--- src/rtl/encore_axi_bridge_pkg.sv ---
`default_nettype none
// +--------------------------------------------------------------------------+
// | Module      : encore_axi_pkg                                             |
// | Description : Shared types and constants for the encore AXI bridge:      |
// |               FSM state encoding, AXI response codes, clog2 helper.      |
// | Revision    : 1.0 - initial release                                      |
// +--------------------------------------------------------------------------+
package encore_axi_pkg;

  typedef enum logic [2:0] {
    IDLE    = 3'd0,
    WR_DATA = 3'd1,
    WR_RESP = 3'd2,
    TRIG    = 3'd3,
    RD_DATA = 3'd4
  } state_t;

  localparam logic [1:0] RESP_OKAY   = 2'b00;
  localparam logic [1:0] RESP_SLVERR = 2'b10;

  // Ceiling log2 for elaboration-time sizing; clog2(1) == 0.
  function automatic int clog2(input int value);
    int r;
    r = 0;
    for (int i = 0; i < 31; i++) begin
      if ((1 << i) < value) r = i + 1;
    end
    return r;
  endfunction

endpackage
`default_nettype wire

--- src/rtl/encore_axi_bridge_if.sv ---
`default_nettype none
// +--------------------------------------------------------------------------+
// | Module      : encore_axi_bridge_if                                       |
// | Description : AXI4 bus bundle (AW, W, B, AR, R channels) seen by the     |
// |               encore bridge. slave modport for the bridge, master        |
// |               modport for the host side.                                 |
// | Ports       : AW id/addr/len/valid/ready, W data/strb/last/valid/ready,  |
// |               B id/resp/valid/ready, AR id/addr/len/valid/ready,         |
// |               R id/data/resp/last/valid/ready                            |
// | Revision    : 1.0 - initial release                                      |
// +--------------------------------------------------------------------------+
interface encore_axi_bridge_if #(
  parameter int DATA_W = 128,
  parameter int ADDR_W = 12,
  parameter int ID_W   = 16
);
  logic [ID_W-1:0]     s_axi_awid;
  logic [ADDR_W-1:0]   s_axi_awaddr;
  logic [7:0]          s_axi_awlen;
  logic                s_axi_awvalid;
  logic                s_axi_awready;

  logic [DATA_W-1:0]   s_axi_wdata;
  logic [DATA_W/8-1:0] s_axi_wstrb;
  logic                s_axi_wlast;
  logic                s_axi_wvalid;
  logic                s_axi_wready;

  logic [ID_W-1:0]     s_axi_bid;
  logic [1:0]          s_axi_bresp;
  logic                s_axi_bvalid;
  logic                s_axi_bready;

  logic [ID_W-1:0]     s_axi_arid;
  logic [ADDR_W-1:0]   s_axi_araddr;
  logic [7:0]          s_axi_arlen;
  logic                s_axi_arvalid;
  logic                s_axi_arready;

  logic [ID_W-1:0]     s_axi_rid;
  logic [DATA_W-1:0]   s_axi_rdata;
  logic [1:0]          s_axi_rresp;
  logic                s_axi_rlast;
  logic                s_axi_rvalid;
  logic                s_axi_rready;

  modport slave (
    input  s_axi_awid, s_axi_awaddr, s_axi_awlen, s_axi_awvalid,
    output s_axi_awready,
    input  s_axi_wdata, s_axi_wstrb, s_axi_wlast, s_axi_wvalid,
    output s_axi_wready,
    output s_axi_bid, s_axi_bresp, s_axi_bvalid,
    input  s_axi_bready,
    input  s_axi_arid, s_axi_araddr, s_axi_arlen, s_axi_arvalid,
    output s_axi_arready,
    output s_axi_rid, s_axi_rdata, s_axi_rresp, s_axi_rlast, s_axi_rvalid,
    input  s_axi_rready
  );

  modport master (
    output s_axi_awid, s_axi_awaddr, s_axi_awlen, s_axi_awvalid,
    input  s_axi_awready,
    output s_axi_wdata, s_axi_wstrb, s_axi_wlast, s_axi_wvalid,
    input  s_axi_wready,
    input  s_axi_bid, s_axi_bresp, s_axi_bvalid,
    output s_axi_bready,
    output s_axi_arid, s_axi_araddr, s_axi_arlen, s_axi_arvalid,
    input  s_axi_arready,
    input  s_axi_rid, s_axi_rdata, s_axi_rresp, s_axi_rlast, s_axi_rvalid,
    output s_axi_rready
  );
endinterface
`default_nettype wire

--- src/rtl/encore_axi_bridge_sync_pipe.sv ---
`default_nettype none
// +--------------------------------------------------------------------------+
// | Module      : encore_sync_pipe                                           |
// | Description : STAGES-deep flop chain bringing an asynchronous status     |
// |               word into the AXI clock domain.                            |
// | Ports       : clk, rst_n (async active-low), d (async in), q (synced)    |
// | Revision    : 1.0 - initial release                                      |
// +--------------------------------------------------------------------------+
module encore_sync_pipe #(
  parameter int WIDTH  = 32,
  parameter int STAGES = 2
) (
  input  logic             clk,
  input  logic             rst_n,
  input  logic [WIDTH-1:0] d,
  output logic [WIDTH-1:0] q
);

  logic [WIDTH-1:0] r_stage [STAGES];

  always_ff @(posedge clk or negedge rst_n) begin
    if (!rst_n) begin
      for (int i = 0; i < STAGES; i++) r_stage[i] <= '0;
    end else begin
      r_stage[0] <= d;
      for (int i = 1; i < STAGES; i++) r_stage[i] <= r_stage[i-1];
    end
  end

  assign q = r_stage[STAGES-1];

endmodule
`default_nettype wire

--- src/rtl/encore_axi_bridge.sv ---
`default_nettype none
// +--------------------------------------------------------------------------+
// | Module      : encore_axi_bridge                                          |
// | Description : AXI4 slave: INCR write bursts are pushed into an external  |
// |               FIFO, a write to TRIG_ADDR fires a turn2run pulse, reads   |
// |               return synchronised status words.                          |
// | Ports       : s_axi_aclk, s_axi_aresetn (async active-low),              |
// |               axi (AXI4 slave bundle), fifo_full/fifo_almost_full in,    |
// |               fifo_wr_data/fifo_wr_en out, syn_regs (async status in),   |
// |               turn2run (trigger pulse), debug_state (FSM encoding)       |
// | Revision    : 1.0 - initial release                                      |
// +--------------------------------------------------------------------------+
module encore_axi_bridge
  import encore_axi_pkg::*;
#(
  parameter int              DATA_W      = 128,
  parameter int              ADDR_W      = 12,
  parameter int              ID_W        = 16,
  parameter int              NUM_SYN     = 2,
  parameter int              SYN_STAGES  = 2,
  parameter logic [ADDR_W-1:0] TRIG_ADDR = 'h080,
  parameter int              TRIG_CYCLES = 3
) (
  input  logic                      s_axi_aclk,
  input  logic                      s_axi_aresetn,
  encore_axi_bridge_if.slave        axi,
  input  logic                      fifo_full,
  input  logic                      fifo_almost_full,
  output logic [DATA_W-1:0]         fifo_wr_data,
  output logic                      fifo_wr_en,
  input  logic [NUM_SYN*DATA_W-1:0] syn_regs,
  output logic                      turn2run,
  output logic [2:0]                debug_state
);

  localparam int SHIFT = clog2(DATA_W / 8);
  localparam int PCW   = (clog2(TRIG_CYCLES) < 1) ? 1 : clog2(TRIG_CYCLES);

  state_t              r_state, w_next;
  logic [ID_W-1:0]     r_awid, r_arid;
  logic [7:0]          r_awlen, r_cnt, r_arlen, r_rcnt;
  logic                r_err;
  logic [ADDR_W-1:0]   r_idx;
  logic [DATA_W-1:0]   r_rdata, r_fifo_data;
  logic [1:0]          r_rresp;
  logic                r_fifo_en, r_turn, r_trig_busy;
  logic [PCW-1:0]      r_pcnt;

  logic [DATA_W-1:0]   w_sync [NUM_SYN];
  logic                w_aw_hs, w_ar_hs, w_w_hs, w_b_hs, w_r_hs;
  logic                w_wready, w_last_beat, w_r_last, w_pulse_done;
  logic [ADDR_W-1:0]   w_look_idx;
  logic [DATA_W-1:0]   w_look_data;
  logic                w_look_ok;
  logic                w_unused;

  // Byte strobes are not honoured; every beat is a full FIFO word.
  assign w_unused = ^axi.s_axi_wstrb;

  for (genvar k = 0; k < NUM_SYN; k++) begin : g_sync
    encore_sync_pipe #(
      .WIDTH  (DATA_W),
      .STAGES (SYN_STAGES)
    ) u_sync (
      .clk   (s_axi_aclk),
      .rst_n (s_axi_aresetn),
      .d     (syn_regs[k*DATA_W +: DATA_W]),
      .q     (w_sync[k])
    );
  end

  assign w_last_beat  = (r_cnt == r_awlen);
  assign w_r_last     = (r_rcnt == r_arlen);
  assign w_pulse_done = (r_state == TRIG) && r_trig_busy && (r_pcnt == '0);

  // Write data is gated on both FIFO flags; a TRIG beat never reaches the FIFO
  // so it is accepted unconditionally until the pulse starts.
  assign w_wready = ((r_state == WR_DATA) && !fifo_full && !fifo_almost_full) ||
                    ((r_state == TRIG) && !r_trig_busy);

  assign w_aw_hs = (r_state == IDLE) && axi.s_axi_awvalid;
  assign w_ar_hs = (r_state == IDLE) && !axi.s_axi_awvalid && axi.s_axi_arvalid;
  assign w_w_hs  = w_wready && axi.s_axi_wvalid;
  assign w_b_hs  = (r_state == WR_RESP) && axi.s_axi_bready;
  assign w_r_hs  = (r_state == RD_DATA) && axi.s_axi_rready;

  // Status word index for the beat about to be loaded: the AR address while
  // idle, otherwise the following word of the current read burst.
  assign w_look_idx = (r_state == IDLE) ? (axi.s_axi_araddr >> SHIFT)
                                        : (r_idx + ADDR_W'(1));

  always_comb begin
    w_look_data = '0;
    w_look_ok   = 1'b0;
    for (int k = 0; k < NUM_SYN; k++) begin
      if (w_look_idx == ADDR_W'(k)) begin
        w_look_data = w_sync[k];
        w_look_ok   = 1'b1;
      end
    end
  end

  always_ff @(posedge s_axi_aclk or negedge s_axi_aresetn) begin
    if (!s_axi_aresetn) r_state <= IDLE;
    else                r_state <= w_next;
  end

  always_comb begin
    w_next            = r_state;
    axi.s_axi_awready = 1'b0;
    axi.s_axi_arready = 1'b0;
    axi.s_axi_wready  = 1'b0;
    axi.s_axi_bvalid  = 1'b0;
    axi.s_axi_rvalid  = 1'b0;
    case (r_state)
      IDLE: begin
        axi.s_axi_awready = w_aw_hs;
        axi.s_axi_arready = w_ar_hs;
        if (w_aw_hs)      w_next = (axi.s_axi_awaddr == TRIG_ADDR) ? TRIG : WR_DATA;
        else if (w_ar_hs) w_next = RD_DATA;
      end
      WR_DATA: begin
        axi.s_axi_wready = w_wready;
        if (w_w_hs && w_last_beat) w_next = WR_RESP;
      end
      TRIG: begin
        axi.s_axi_wready = w_wready;
        if (w_pulse_done) w_next = WR_RESP;
      end
      WR_RESP: begin
        axi.s_axi_bvalid = 1'b1;
        if (w_b_hs) w_next = IDLE;
      end
      RD_DATA: begin
        axi.s_axi_rvalid = 1'b1;
        if (w_r_hs && w_r_last) w_next = IDLE;
      end
      default: w_next = IDLE;
    endcase
  end

  always_ff @(posedge s_axi_aclk or negedge s_axi_aresetn) begin
    if (!s_axi_aresetn) begin
      r_awid      <= '0;
      r_arid      <= '0;
      r_awlen     <= '0;
      r_cnt       <= '0;
      r_arlen     <= '0;
      r_rcnt      <= '0;
      r_err       <= 1'b0;
      r_idx       <= '0;
      r_rdata     <= '0;
      r_rresp     <= RESP_OKAY;
      r_fifo_data <= '0;
      r_fifo_en   <= 1'b0;
      r_turn      <= 1'b0;
      r_trig_busy <= 1'b0;
      r_pcnt      <= '0;
    end else begin
      r_fifo_en <= 1'b0;

      if (w_aw_hs) begin
        r_awid      <= axi.s_axi_awid;
        r_awlen     <= axi.s_axi_awlen;
        r_cnt       <= '0;
        r_err       <= 1'b0;
        r_trig_busy <= 1'b0;
      end

      if (w_ar_hs) begin
        r_arid  <= axi.s_axi_arid;
        r_arlen <= axi.s_axi_arlen;
        r_rcnt  <= '0;
        r_idx   <= w_look_idx;
        r_rdata <= w_look_data;
        r_rresp <= w_look_ok ? RESP_OKAY : RESP_SLVERR;
      end

      if (w_w_hs) begin
        r_cnt <= r_cnt + 8'd1;
        if (axi.s_axi_wlast != w_last_beat) r_err <= 1'b1;
        if (r_state == WR_DATA) begin
          r_fifo_en   <= 1'b1;
          r_fifo_data <= axi.s_axi_wdata;
        end else begin
          // Trigger register only accepts single-beat writes; a burst is
          // drained, fires once on its final beat and reports SLVERR.
          if (r_awlen != 8'd0) r_err <= 1'b1;
          if (w_last_beat) begin
            r_trig_busy <= 1'b1;
            r_turn      <= 1'b1;
            r_pcnt      <= PCW'(TRIG_CYCLES - 1);
          end
        end
      end

      if ((r_state == TRIG) && r_trig_busy) begin
        if (r_pcnt == '0) r_turn <= 1'b0;
        else              r_pcnt <= r_pcnt - PCW'(1);
      end

      if (w_r_hs && !w_r_last) begin
        r_rcnt  <= r_rcnt + 8'd1;
        r_idx   <= w_look_idx;
        r_rdata <= w_look_data;
        r_rresp <= w_look_ok ? RESP_OKAY : RESP_SLVERR;
      end
    end
  end

  assign axi.s_axi_bid   = r_awid;
  assign axi.s_axi_bresp = ((r_state == WR_RESP) && r_err) ? RESP_SLVERR : RESP_OKAY;
  assign axi.s_axi_rid   = r_arid;
  assign axi.s_axi_rdata = r_rdata;
  assign axi.s_axi_rresp = r_rresp;
  assign axi.s_axi_rlast = (r_state == RD_DATA) && w_r_last;

  assign fifo_wr_data = r_fifo_data;
  assign fifo_wr_en   = r_fifo_en;
  assign turn2run     = r_turn;
  assign debug_state  = r_state;

endmodule
`default_nettype wire

--- src/flat_wrapper.sv ---
// flat-port wrapper written by rule: the top's interface ports become plain ports
module encore_axi_bridge_flat import encore_axi_pkg::*;
#(
  parameter int              DATA_W      = 128,
  parameter int              ADDR_W      = 12,
  parameter int              ID_W        = 16,
  parameter int              NUM_SYN     = 2,
  parameter int              SYN_STAGES  = 2,
  parameter logic [ADDR_W-1:0] TRIG_ADDR = 'h080,
  parameter int              TRIG_CYCLES = 3
)
  (s_axi_aclk, s_axi_aresetn, fifo_full, fifo_almost_full, fifo_wr_data, fifo_wr_en, syn_regs, turn2run, debug_state, axi_s_axi_awid, axi_s_axi_awaddr, axi_s_axi_awlen, axi_s_axi_awvalid, axi_s_axi_awready, axi_s_axi_wdata, axi_s_axi_wstrb, axi_s_axi_wlast, axi_s_axi_wvalid, axi_s_axi_wready, axi_s_axi_bid, axi_s_axi_bresp, axi_s_axi_bvalid, axi_s_axi_bready, axi_s_axi_arid, axi_s_axi_araddr, axi_s_axi_arlen, axi_s_axi_arvalid, axi_s_axi_arready, axi_s_axi_rid, axi_s_axi_rdata, axi_s_axi_rresp, axi_s_axi_rlast, axi_s_axi_rvalid, axi_s_axi_rready);
  encore_axi_bridge_if #(.DATA_W(DATA_W), .ADDR_W(ADDR_W), .ID_W(ID_W)) axi_i ();
  input  logic s_axi_aclk;
  input  logic s_axi_aresetn;
  input  logic fifo_full;
  input  logic fifo_almost_full;
  output logic [DATA_W-1:0] fifo_wr_data;
  output logic fifo_wr_en;
  input  logic [NUM_SYN*DATA_W-1:0] syn_regs;
  output logic turn2run;
  output logic [2:0] debug_state;
  input wire logic [$bits(axi_i.s_axi_awid)-1:0] axi_s_axi_awid;
  input wire logic [$bits(axi_i.s_axi_awaddr)-1:0] axi_s_axi_awaddr;
  input wire logic [$bits(axi_i.s_axi_awlen)-1:0] axi_s_axi_awlen;
  input wire logic [$bits(axi_i.s_axi_awvalid)-1:0] axi_s_axi_awvalid;
  output wire logic [$bits(axi_i.s_axi_awready)-1:0] axi_s_axi_awready;
  input wire logic [$bits(axi_i.s_axi_wdata)-1:0] axi_s_axi_wdata;
  input wire logic [$bits(axi_i.s_axi_wstrb)-1:0] axi_s_axi_wstrb;
  input wire logic [$bits(axi_i.s_axi_wlast)-1:0] axi_s_axi_wlast;
  input wire logic [$bits(axi_i.s_axi_wvalid)-1:0] axi_s_axi_wvalid;
  output wire logic [$bits(axi_i.s_axi_wready)-1:0] axi_s_axi_wready;
  output wire logic [$bits(axi_i.s_axi_bid)-1:0] axi_s_axi_bid;
  output wire logic [$bits(axi_i.s_axi_bresp)-1:0] axi_s_axi_bresp;
  output wire logic [$bits(axi_i.s_axi_bvalid)-1:0] axi_s_axi_bvalid;
  input wire logic [$bits(axi_i.s_axi_bready)-1:0] axi_s_axi_bready;
  input wire logic [$bits(axi_i.s_axi_arid)-1:0] axi_s_axi_arid;
  input wire logic [$bits(axi_i.s_axi_araddr)-1:0] axi_s_axi_araddr;
  input wire logic [$bits(axi_i.s_axi_arlen)-1:0] axi_s_axi_arlen;
  input wire logic [$bits(axi_i.s_axi_arvalid)-1:0] axi_s_axi_arvalid;
  output wire logic [$bits(axi_i.s_axi_arready)-1:0] axi_s_axi_arready;
  output wire logic [$bits(axi_i.s_axi_rid)-1:0] axi_s_axi_rid;
  output wire logic [$bits(axi_i.s_axi_rdata)-1:0] axi_s_axi_rdata;
  output wire logic [$bits(axi_i.s_axi_rresp)-1:0] axi_s_axi_rresp;
  output wire logic [$bits(axi_i.s_axi_rlast)-1:0] axi_s_axi_rlast;
  output wire logic [$bits(axi_i.s_axi_rvalid)-1:0] axi_s_axi_rvalid;
  input wire logic [$bits(axi_i.s_axi_rready)-1:0] axi_s_axi_rready;
  assign axi_i.s_axi_awid = axi_s_axi_awid;
  assign axi_i.s_axi_awaddr = axi_s_axi_awaddr;
  assign axi_i.s_axi_awlen = axi_s_axi_awlen;
  assign axi_i.s_axi_awvalid = axi_s_axi_awvalid;
  assign axi_s_axi_awready = axi_i.s_axi_awready;
  assign axi_i.s_axi_wdata = axi_s_axi_wdata;
  assign axi_i.s_axi_wstrb = axi_s_axi_wstrb;
  assign axi_i.s_axi_wlast = axi_s_axi_wlast;
  assign axi_i.s_axi_wvalid = axi_s_axi_wvalid;
  assign axi_s_axi_wready = axi_i.s_axi_wready;
  assign axi_s_axi_bid = axi_i.s_axi_bid;
  assign axi_s_axi_bresp = axi_i.s_axi_bresp;
  assign axi_s_axi_bvalid = axi_i.s_axi_bvalid;
  assign axi_i.s_axi_bready = axi_s_axi_bready;
  assign axi_i.s_axi_arid = axi_s_axi_arid;
  assign axi_i.s_axi_araddr = axi_s_axi_araddr;
  assign axi_i.s_axi_arlen = axi_s_axi_arlen;
  assign axi_i.s_axi_arvalid = axi_s_axi_arvalid;
  assign axi_s_axi_arready = axi_i.s_axi_arready;
  assign axi_s_axi_rid = axi_i.s_axi_rid;
  assign axi_s_axi_rdata = axi_i.s_axi_rdata;
  assign axi_s_axi_rresp = axi_i.s_axi_rresp;
  assign axi_s_axi_rlast = axi_i.s_axi_rlast;
  assign axi_s_axi_rvalid = axi_i.s_axi_rvalid;
  assign axi_i.s_axi_rready = axi_s_axi_rready;
  encore_axi_bridge #(.DATA_W(DATA_W), .ADDR_W(ADDR_W), .ID_W(ID_W), .NUM_SYN(NUM_SYN), .SYN_STAGES(SYN_STAGES), .TRIG_ADDR(TRIG_ADDR), .TRIG_CYCLES(TRIG_CYCLES)) u_core (.s_axi_aclk(s_axi_aclk), .s_axi_aresetn(s_axi_aresetn), .axi(axi_i), .fifo_full(fifo_full), .fifo_almost_full(fifo_almost_full), .fifo_wr_data(fifo_wr_data), .fifo_wr_en(fifo_wr_en), .syn_regs(syn_regs), .turn2run(turn2run), .debug_state(debug_state));
endmodule
--- config.mk ---
export PLATFORM = sky130hd
export DESIGN_NAME = encore_axi_bridge_flat
export DESIGN_NICKNAME = d
export VERILOG_FILES = /design/src/rtl/encore_axi_bridge_pkg.sv /design/src/rtl/encore_axi_bridge_if.sv /design/src/rtl/encore_axi_bridge_sync_pipe.sv /design/src/rtl/encore_axi_bridge.sv /design/src/flat_wrapper.sv
export SDC_FILE = /design/constraint.sdc
export NUM_CORES = 1
export LEC_CHECK = 0
export BUFFER_PORTS_ARGS = -buffer_cell sky130_fd_sc_hd__buf_2
export CAP_MARGIN = 20
export CORE_AREA = 2 2 308 310
export DETAILED_ROUTE_END_ITERATION = 12
export DIE_AREA = 0 0 310 312
export GPL_ROUTABILITY_DRIVEN = 0
export PLACE_DENSITY = 0.53
export SYNTH_ARGS = -nofsm -noshare
export SYNTH_HDL_FRONTEND = slang
export SYNTH_SLANG_ARGS = --single-unit
--- constraint.sdc ---
create_clock -name s_axi_aclk -period 2.8 [get_ports s_axi_aclk]
set_clock_uncertainty 0.1 [all_clocks]
set_input_delay 0.28 -clock s_axi_aclk [delete_from_list [all_inputs] [get_ports s_axi_aclk]]
set_output_delay 0.28 -clock s_axi_aclk [all_outputs]
set_load 0.05 [all_outputs]
# After elaboration in Yosys (flattened, before gate mapping)
# Index checks and enable logic that the tools add are counted.
[classes] n_bitwise=0 n_reduce_logical=31 mul=0 n_eq_ne=14 n_shift=0 n_div=0 muxes=51 n_addsub=4 n_lt_le_gt_ge=0
[ops] cell="$mux 128" count=4
[ops] cell="$mux 12" count=3
[ops] cell="$mux 8" count=4
[ops] cell="$mux 1" count=23
[ops] cell="$mux 2" count=10
[ops] cell="$mux 3" count=6
[ops] cell="$add 8x1->8 const B" count=2
[ops] cell="$eq 8x8->1" count=2
[ops] cell="$logic_and 1x1->1" count=16
[ops] cell="$pmux 3 s5" count=1
[ops] cell="$add 12x1->12 const B" count=1
[ops] cell="$eq 12x1->1 const B" count=1
[ops] cell="$eq 12x8->1 const B" count=1
[ops] cell="$logic_not 12->1" count=1
[ops] cell="$ne 2x1->1 const B" count=4
[ops] cell="$reduce_bool 8->1" count=1
[ops] cell="$eq 3x2->1 const B" count=2
[ops] cell="$logic_not 1->1" count=5
[ops] cell="$reduce_and 5->1" count=1
[ops] cell="$reduce_bool 2->1" count=2
[ops] cell="$eq 3x1->1 const B" count=1
[ops] cell="$eq 3x3->1 const B" count=1
[ops] cell="$logic_not 3->1" count=1
[ops] cell="$ne 3x1->1 const B" count=1
[ops] cell="other kinds (6)" count=6
[totals] memories=0 ram_bits=0 ff_bits=855 latch_bits=0 mem_bits_ro=0 input_bits=482

# Logic depth before layout (Yosys ltp)
[logic_depth] word_depth=8 mapped_depth=10 mapped_depth_nobuf=7

# Modules after synthesis
# A second synthesis with hierarchy kept.
[unflattened] cells_unflattened=2065 hier_area_um2=31138.6
[modules_own_cells] module="encore_axi_bridge" area_per_inst_um2=16404.5 cells_each=1297 instances=1
[modules_own_cells] module="encore_sync_pipe" area_per_inst_um2=7367.1 cells_each=384 instances=2

# Worst setup path before layout
# No wires, ideal clock.
[synth_timing] kind="reg-to-reg" from="register u_core.r_state[1] (netlist: u_core.debug_state[1])" to="register u_core.r_rresp[1] (netlist: u_core.axi.s_axi_rresp[1])" required_time_ps=2581 setup_slack_ps=-590 path_buffers=5 period_less_slack_ps=3390 stages_incl_launch_ff=11 t_arrival_ps=3171 path_cell_list="dfrtp_1 -> clkbuf_1 -> nor3b_2 -> o211ai_1 -> and2_1 -> clkbuf_1 -> or4b_4 -> buf_6 -> buf_8 -> buf_12 -> o21a_1"
[synth_via] elab_chain_len=8 word_cells_on_any_way=15
[synth_rtl] element="from (decl)" line="encore_axi_bridge.sv:39" rtl="state_t r_state, w_next;"
[synth_rtl] element="from (signal assigned)" line="encore_axi_bridge.sv:105" rtl="else r_state <= w_next;"
[synth_rtl] element="$logic_not 3->1" line="encore_axi_bridge.sv:82, encore_axi_bridge.sv:89"
[synth_rtl] element="$mux 12" line="encore_axi_bridge.sv:89" rtl="assign w_look_idx = (r_state == IDLE) ? (axi.s_axi_araddr >> SHIFT)"
[synth_rtl] element="$logic_not 12->1" line="encore_axi_bridge.sv:96" rtl="if (w_look_idx == ADDR_W'(k)) begin"
[synth_rtl] element="$mux 1 (2 in series)" line="encore_axi_bridge.sv:96"
[synth_rtl] element="$mux 2" line="encore_axi_bridge.sv:176, encore_axi_bridge.sv:206"
[synth_rtl] element="$mux 2" line="encore_axi_bridge.sv:170" rtl="if (w_ar_hs) begin"
[synth_rtl] element="$mux 2" line="encore_axi_bridge.sv:202" rtl="if (w_r_hs && !w_r_last) begin"
[synth_rtl] element="to (signal assigned)" line="encore_axi_bridge.sv:176" rtl="r_rresp <= w_look_ok ? RESP_OKAY : RESP_SLVERR;"
[synth_rtl] element="to (signal assigned)" line="encore_axi_bridge.sv:206" rtl="r_rresp <= w_look_ok ? RESP_OKAY : RESP_SLVERR;"
[synth_rtl] element="to (decl)" line="encore_axi_bridge.sv:45" rtl="logic [1:0] r_rresp;"
# Parallel ways exist; a longest one is shown, timed or not. The select of a mux whose other input is x is not followed.
# A chain may end at the register's enable or synchronous reset.

# Worst setup path after layout
[layout_timing] from="register u_core.r_state[0] (netlist: u_core.debug_state[0])" to="register u_core.r_rdata[57] (netlist: u_core.axi.s_axi_rdata[57])"
[layout_via] elab_chain_len=7 word_cells_on_any_way=14
[layout_rtl] element="$logic_not 3->1" line="encore_axi_bridge.sv:82, encore_axi_bridge.sv:89"
[layout_rtl] element="$mux 12" line="encore_axi_bridge.sv:89"
[layout_rtl] element="$logic_not 12->1" line="encore_axi_bridge.sv:96"
[layout_rtl] element="$mux 128 (2 in series)" line="encore_axi_bridge.sv:96"
[layout_rtl] element="$mux 128" line="encore_axi_bridge.sv:170"
[layout_rtl] element="$mux 128" line="encore_axi_bridge.sv:202"
[layout_rtl] element="to (signal assigned)" line="encore_axi_bridge.sv:175" rtl="r_rdata <= w_look_data;"
[layout_rtl] element="to (signal assigned)" line="encore_axi_bridge.sv:205" rtl="r_rdata <= w_look_data;"
[layout_rtl] element="to (decl)" line="encore_axi_bridge.sv:44" rtl="logic [DATA_W-1:0] r_rdata, r_fifo_data;"
# Parallel ways exist; a longest one is shown, timed or not. The select of a mux whose other input is x is not followed.

==> impl_metrics.yaml <==
floorplanning:
  dieArea_um2: 96700
  core_um2: 93000
  die_h_um: 312
  rows: 112
  die_w_um: 310
  initial_core_util: 0.296
  io_pins: 785
global_routing:
  grt.overflow.total: 0
  antenna_found_initial: 7
  grt_pass1_wl_mm: 117
  grt_pass1_vias: 20821
  grt_usage: 0.158
  grt_max_degree: 141
final_layout:
  fin_cells: 4424
  fill_cells: 8417
  nets: 3583
  drive_gt1_frac: 0.359
  area_delta_synth_final_pct: 48.4
  final_common_cell: "dfrtp_1"
  multi_input_area_um2: 5820
  fin_area_um2: 40900
  seqCellArea_um2: 21400
  final_cell_mix: "851 x dfrtp_1, 760 x buf_2, 442 x dlygate4sd3_1"
setup_path:
  reg2reg_to: "u_core.axi.s_axi_rdata[57]$_DFFE_PN0P_"
  cp_num_buf_inv: 1
  critPathArrivalTime_ns: 3.15
  endpoint_kind: "flop"
  crit_family: "simple AND/OR/NAND/NOR gates"
  cp-start-kind: "flop"
  crit_start: "u_core.debug_state[0]$_DFFE_PN0P_"
  reg2reg_slack_ns: 0.14
  required_ns: 3.28
  slowest_stage: "or4b_4"
  endpoint: "u_core.axi.s_axi_rdata[57]$_DFFE_PN0P_"
  crit_path_cell_trace: "or3_4 -> nor2_1 -> a31oi_1 -> nor4_1 -> or4b_4 -> buf_16 -> o21ai_0"
  crit_path_max_fanout: 64
  cp_slowest_stage_delay_ns: 0.60
  setup.worst_path.class: "flop to flop"
  cp.depth: 7
  reg2reg_depth: 7
  reg2reg_from: "u_core.debug_state[0]$_DFFE_PN0P_"
clock_network:
  insertion_delay_ns: 0.67
  clk_pin_slew_ns: 0.06
  htreeDepth: 3
  cts_tree: "built"
  clockRootBuffer: "clkbuf_16"
  post-cts-setup-buffers: 0
  cts_sinks: 854
  cts_buffers: 89
  cts_buffer_depth: 3
synthesis:
  async_flop_share: 1.00
  synth_area_per_cell_um2: 15.1
  ys_warn_count: 0
  ys.flop_type: "dfrtp_1"
  yosysSeqAreaShare: 0.775
  netlist-cell-type-count: 53
  synth_area_um2: 27600
  synth_edf_count: 0
  ys_ff_latch: 854
  synthCells: 1822
routing:
  drcViolationCount: 0
  first_pass_iters: 6
  viasPerCell: 4.25
  postRouteAntennaNets: 0
  drt_iter0_markers: 965
  vias: 18800
  routed_wl_mm: 77.0
  wl_per_cell_um: 17.4
hold_path:
  hold_class: "input pin to flop"
  hold_path_startpoint: "axi_s_axi_awaddr[10]"
sta:
  clock.fmax_mhz: 375
  worst_pin_slew_ns: 1.06
  finalHoldViolCount: 0
  fin_crit_sh: 0.951
  setup-violations-final: 0
  relSlewSlack: 0.291
  drv_slew: 0
  rsz0062_at_grt: "yes"
  period_needed_ns: 2.66
power_and_ir_drop:
  power_frac_clock: 0.312
  power_switching_mw: 14.2
  ir_drop_mv: 0.860
  p_per_area_nw_per_um2: 968
  leakagePower_nw: 20.4
  power.internal_mw: 25.4
  pwr-share-comb: 0.307
  p_seq_frac: 0.381
  switching_share: 0.358
place:
  dp_cells: 3819
  place_area_um2: 33300
  io_buffers: 762
  hpwl_mm: 52.5
outcome:
  status: "finished, final reports clean"
run:
  drv_cap: 0
[power by group through the flow]
stage / logic (mW) / registers [mW] / clock network [mW]
after floorplan: 4.06 / 19.1 / 0
after global routing: 12.9 / 15.3 / 13.2
final: 12.1 / 15.1 / 12.4
after CTS: 12.2 / 15.0 / 12.7
after detailed placement: 11.7 / 15.3 / 0
after global placement: 11.5 / 15.2 / 0
[what timing repair did]
item,in CTS,in global routing
hold buffers,442,0
setup endpoints to repair,5,120
resized for setup,2,19
hold endpoints to repair,693,0
pin swaps,0,1
[synthesized netlist by cell type (all sizes together) (6+ instances only)]
master / n / area [um^2]
clkbuf: 49 / 189
nand4: 9 / 71.3
nand3: 19 / 95.1
o21ai: 155 / 810
a31oi: 8 / 50.1
buf: 34 / 195
mux2i: 129 / 1290
nand2: 301 / 1130
nor2: 25 / 93.8
o31ai: 6 / 45.0
mux2: 132 / 1490
dfrtp: 854 / 21400
a21oi: 8 / 40.0
nor4: 7 / 43.8
inv: 7 / 26.3
xnor2: 19 / 166
[worst min-delay path by stage]
stage / endpoint / cells after the start / slack, ns
2_1_floorplan: asynchronous set/reset pin / 0 / -0.12
3_3_place_gp: u_core.g_sync[1].u_sync.q[40]$_DFF_PN0_ / 1 / 0.20
3_5_place_dp: u_core.g_sync[1].u_sync.q[40]$_DFF_PN0_ / 1 / 0.20
4_1_cts: u_core.r_idx[5]$_DFFE_PN0P_ / 4 / 0.02
5_1_grt: u_core.r_idx[5]$_DFFE_PN0P_ / 4 / 0.07
6_report: u_core.debug_state[1]$_DFFE_PN0P_ / 5 / 0.09
[stage by stage]
stage,util,total power [mW],hold WS (ns),setup TNS (ns),worst slack (ns)
2_1_floorplan,-,23.2,-0.116,-4.31,-0.122
3_3_place_gp,0.357,26.7,0.197,0,0.0679
3_5_place_dp,0.357,26.9,0.205,0,0.0314
4_1_cts,0.439,40.0,0.0185,-0.0675,-0.0268
5_1_grt,0.439,41.4,0.0722,-0.175,-0.0164
6_report,0.439,39.6,0.0906,0,0.136
[final cells by class]
type,instances,share of cell area
diodes,4,0.000245
clock buffers,119,0.0631
clock inverters,40,0.0141
inverters,8,0.000734
multi-input cells,878,0.142
flip-flops and latches,854,0.523
well taps,1254,0.0384
repair buffers,1267,0.218
[cell families after synthesis]
kind of cell,count (synthesis),share of synthesized area
fa+ha+maj,3,0.00136
other cells,1,0.000136
xor+xnor,24,0.00763
mux,261,0.101
simple gates,393,0.0601
flops,854,0.775
compound gates,195,0.0395
buf+inv,91,0.0150
[state kept, by name (all words and copies together) (netlist names), 12 cells and up, named ones only]
register                      flops
u_core.axi.s_axi_bid             16
u_core.axi.s_axi_rdata          128
u_core.g_sync.u_sync.r_stage    256
u_core.fifo_wr_data             128
u_core.r_idx                     12
u_core.axi.s_axi_rid             16
u_core.g_sync.u_sync.q          256
[routing by layer]
metal / up-vias / wire [um] / GRT usage
li1: 8622 / - / -
met1: 9363 / 29600 / 0.179
met2: 641 / 39100 / 0.274
met3: 168 / 5730 / 0.0517
met4: 6 / 2590 / 0.0580
met5: - / 37 / 0
[worst min-delay path: stages]
cell and delay (ns):
buf_2 0.08, nor4_1 0.03, and3_1 0.15, a21oi_1 0.14, o221ai_1 0.12
Power figures use the tool's default switching activity.
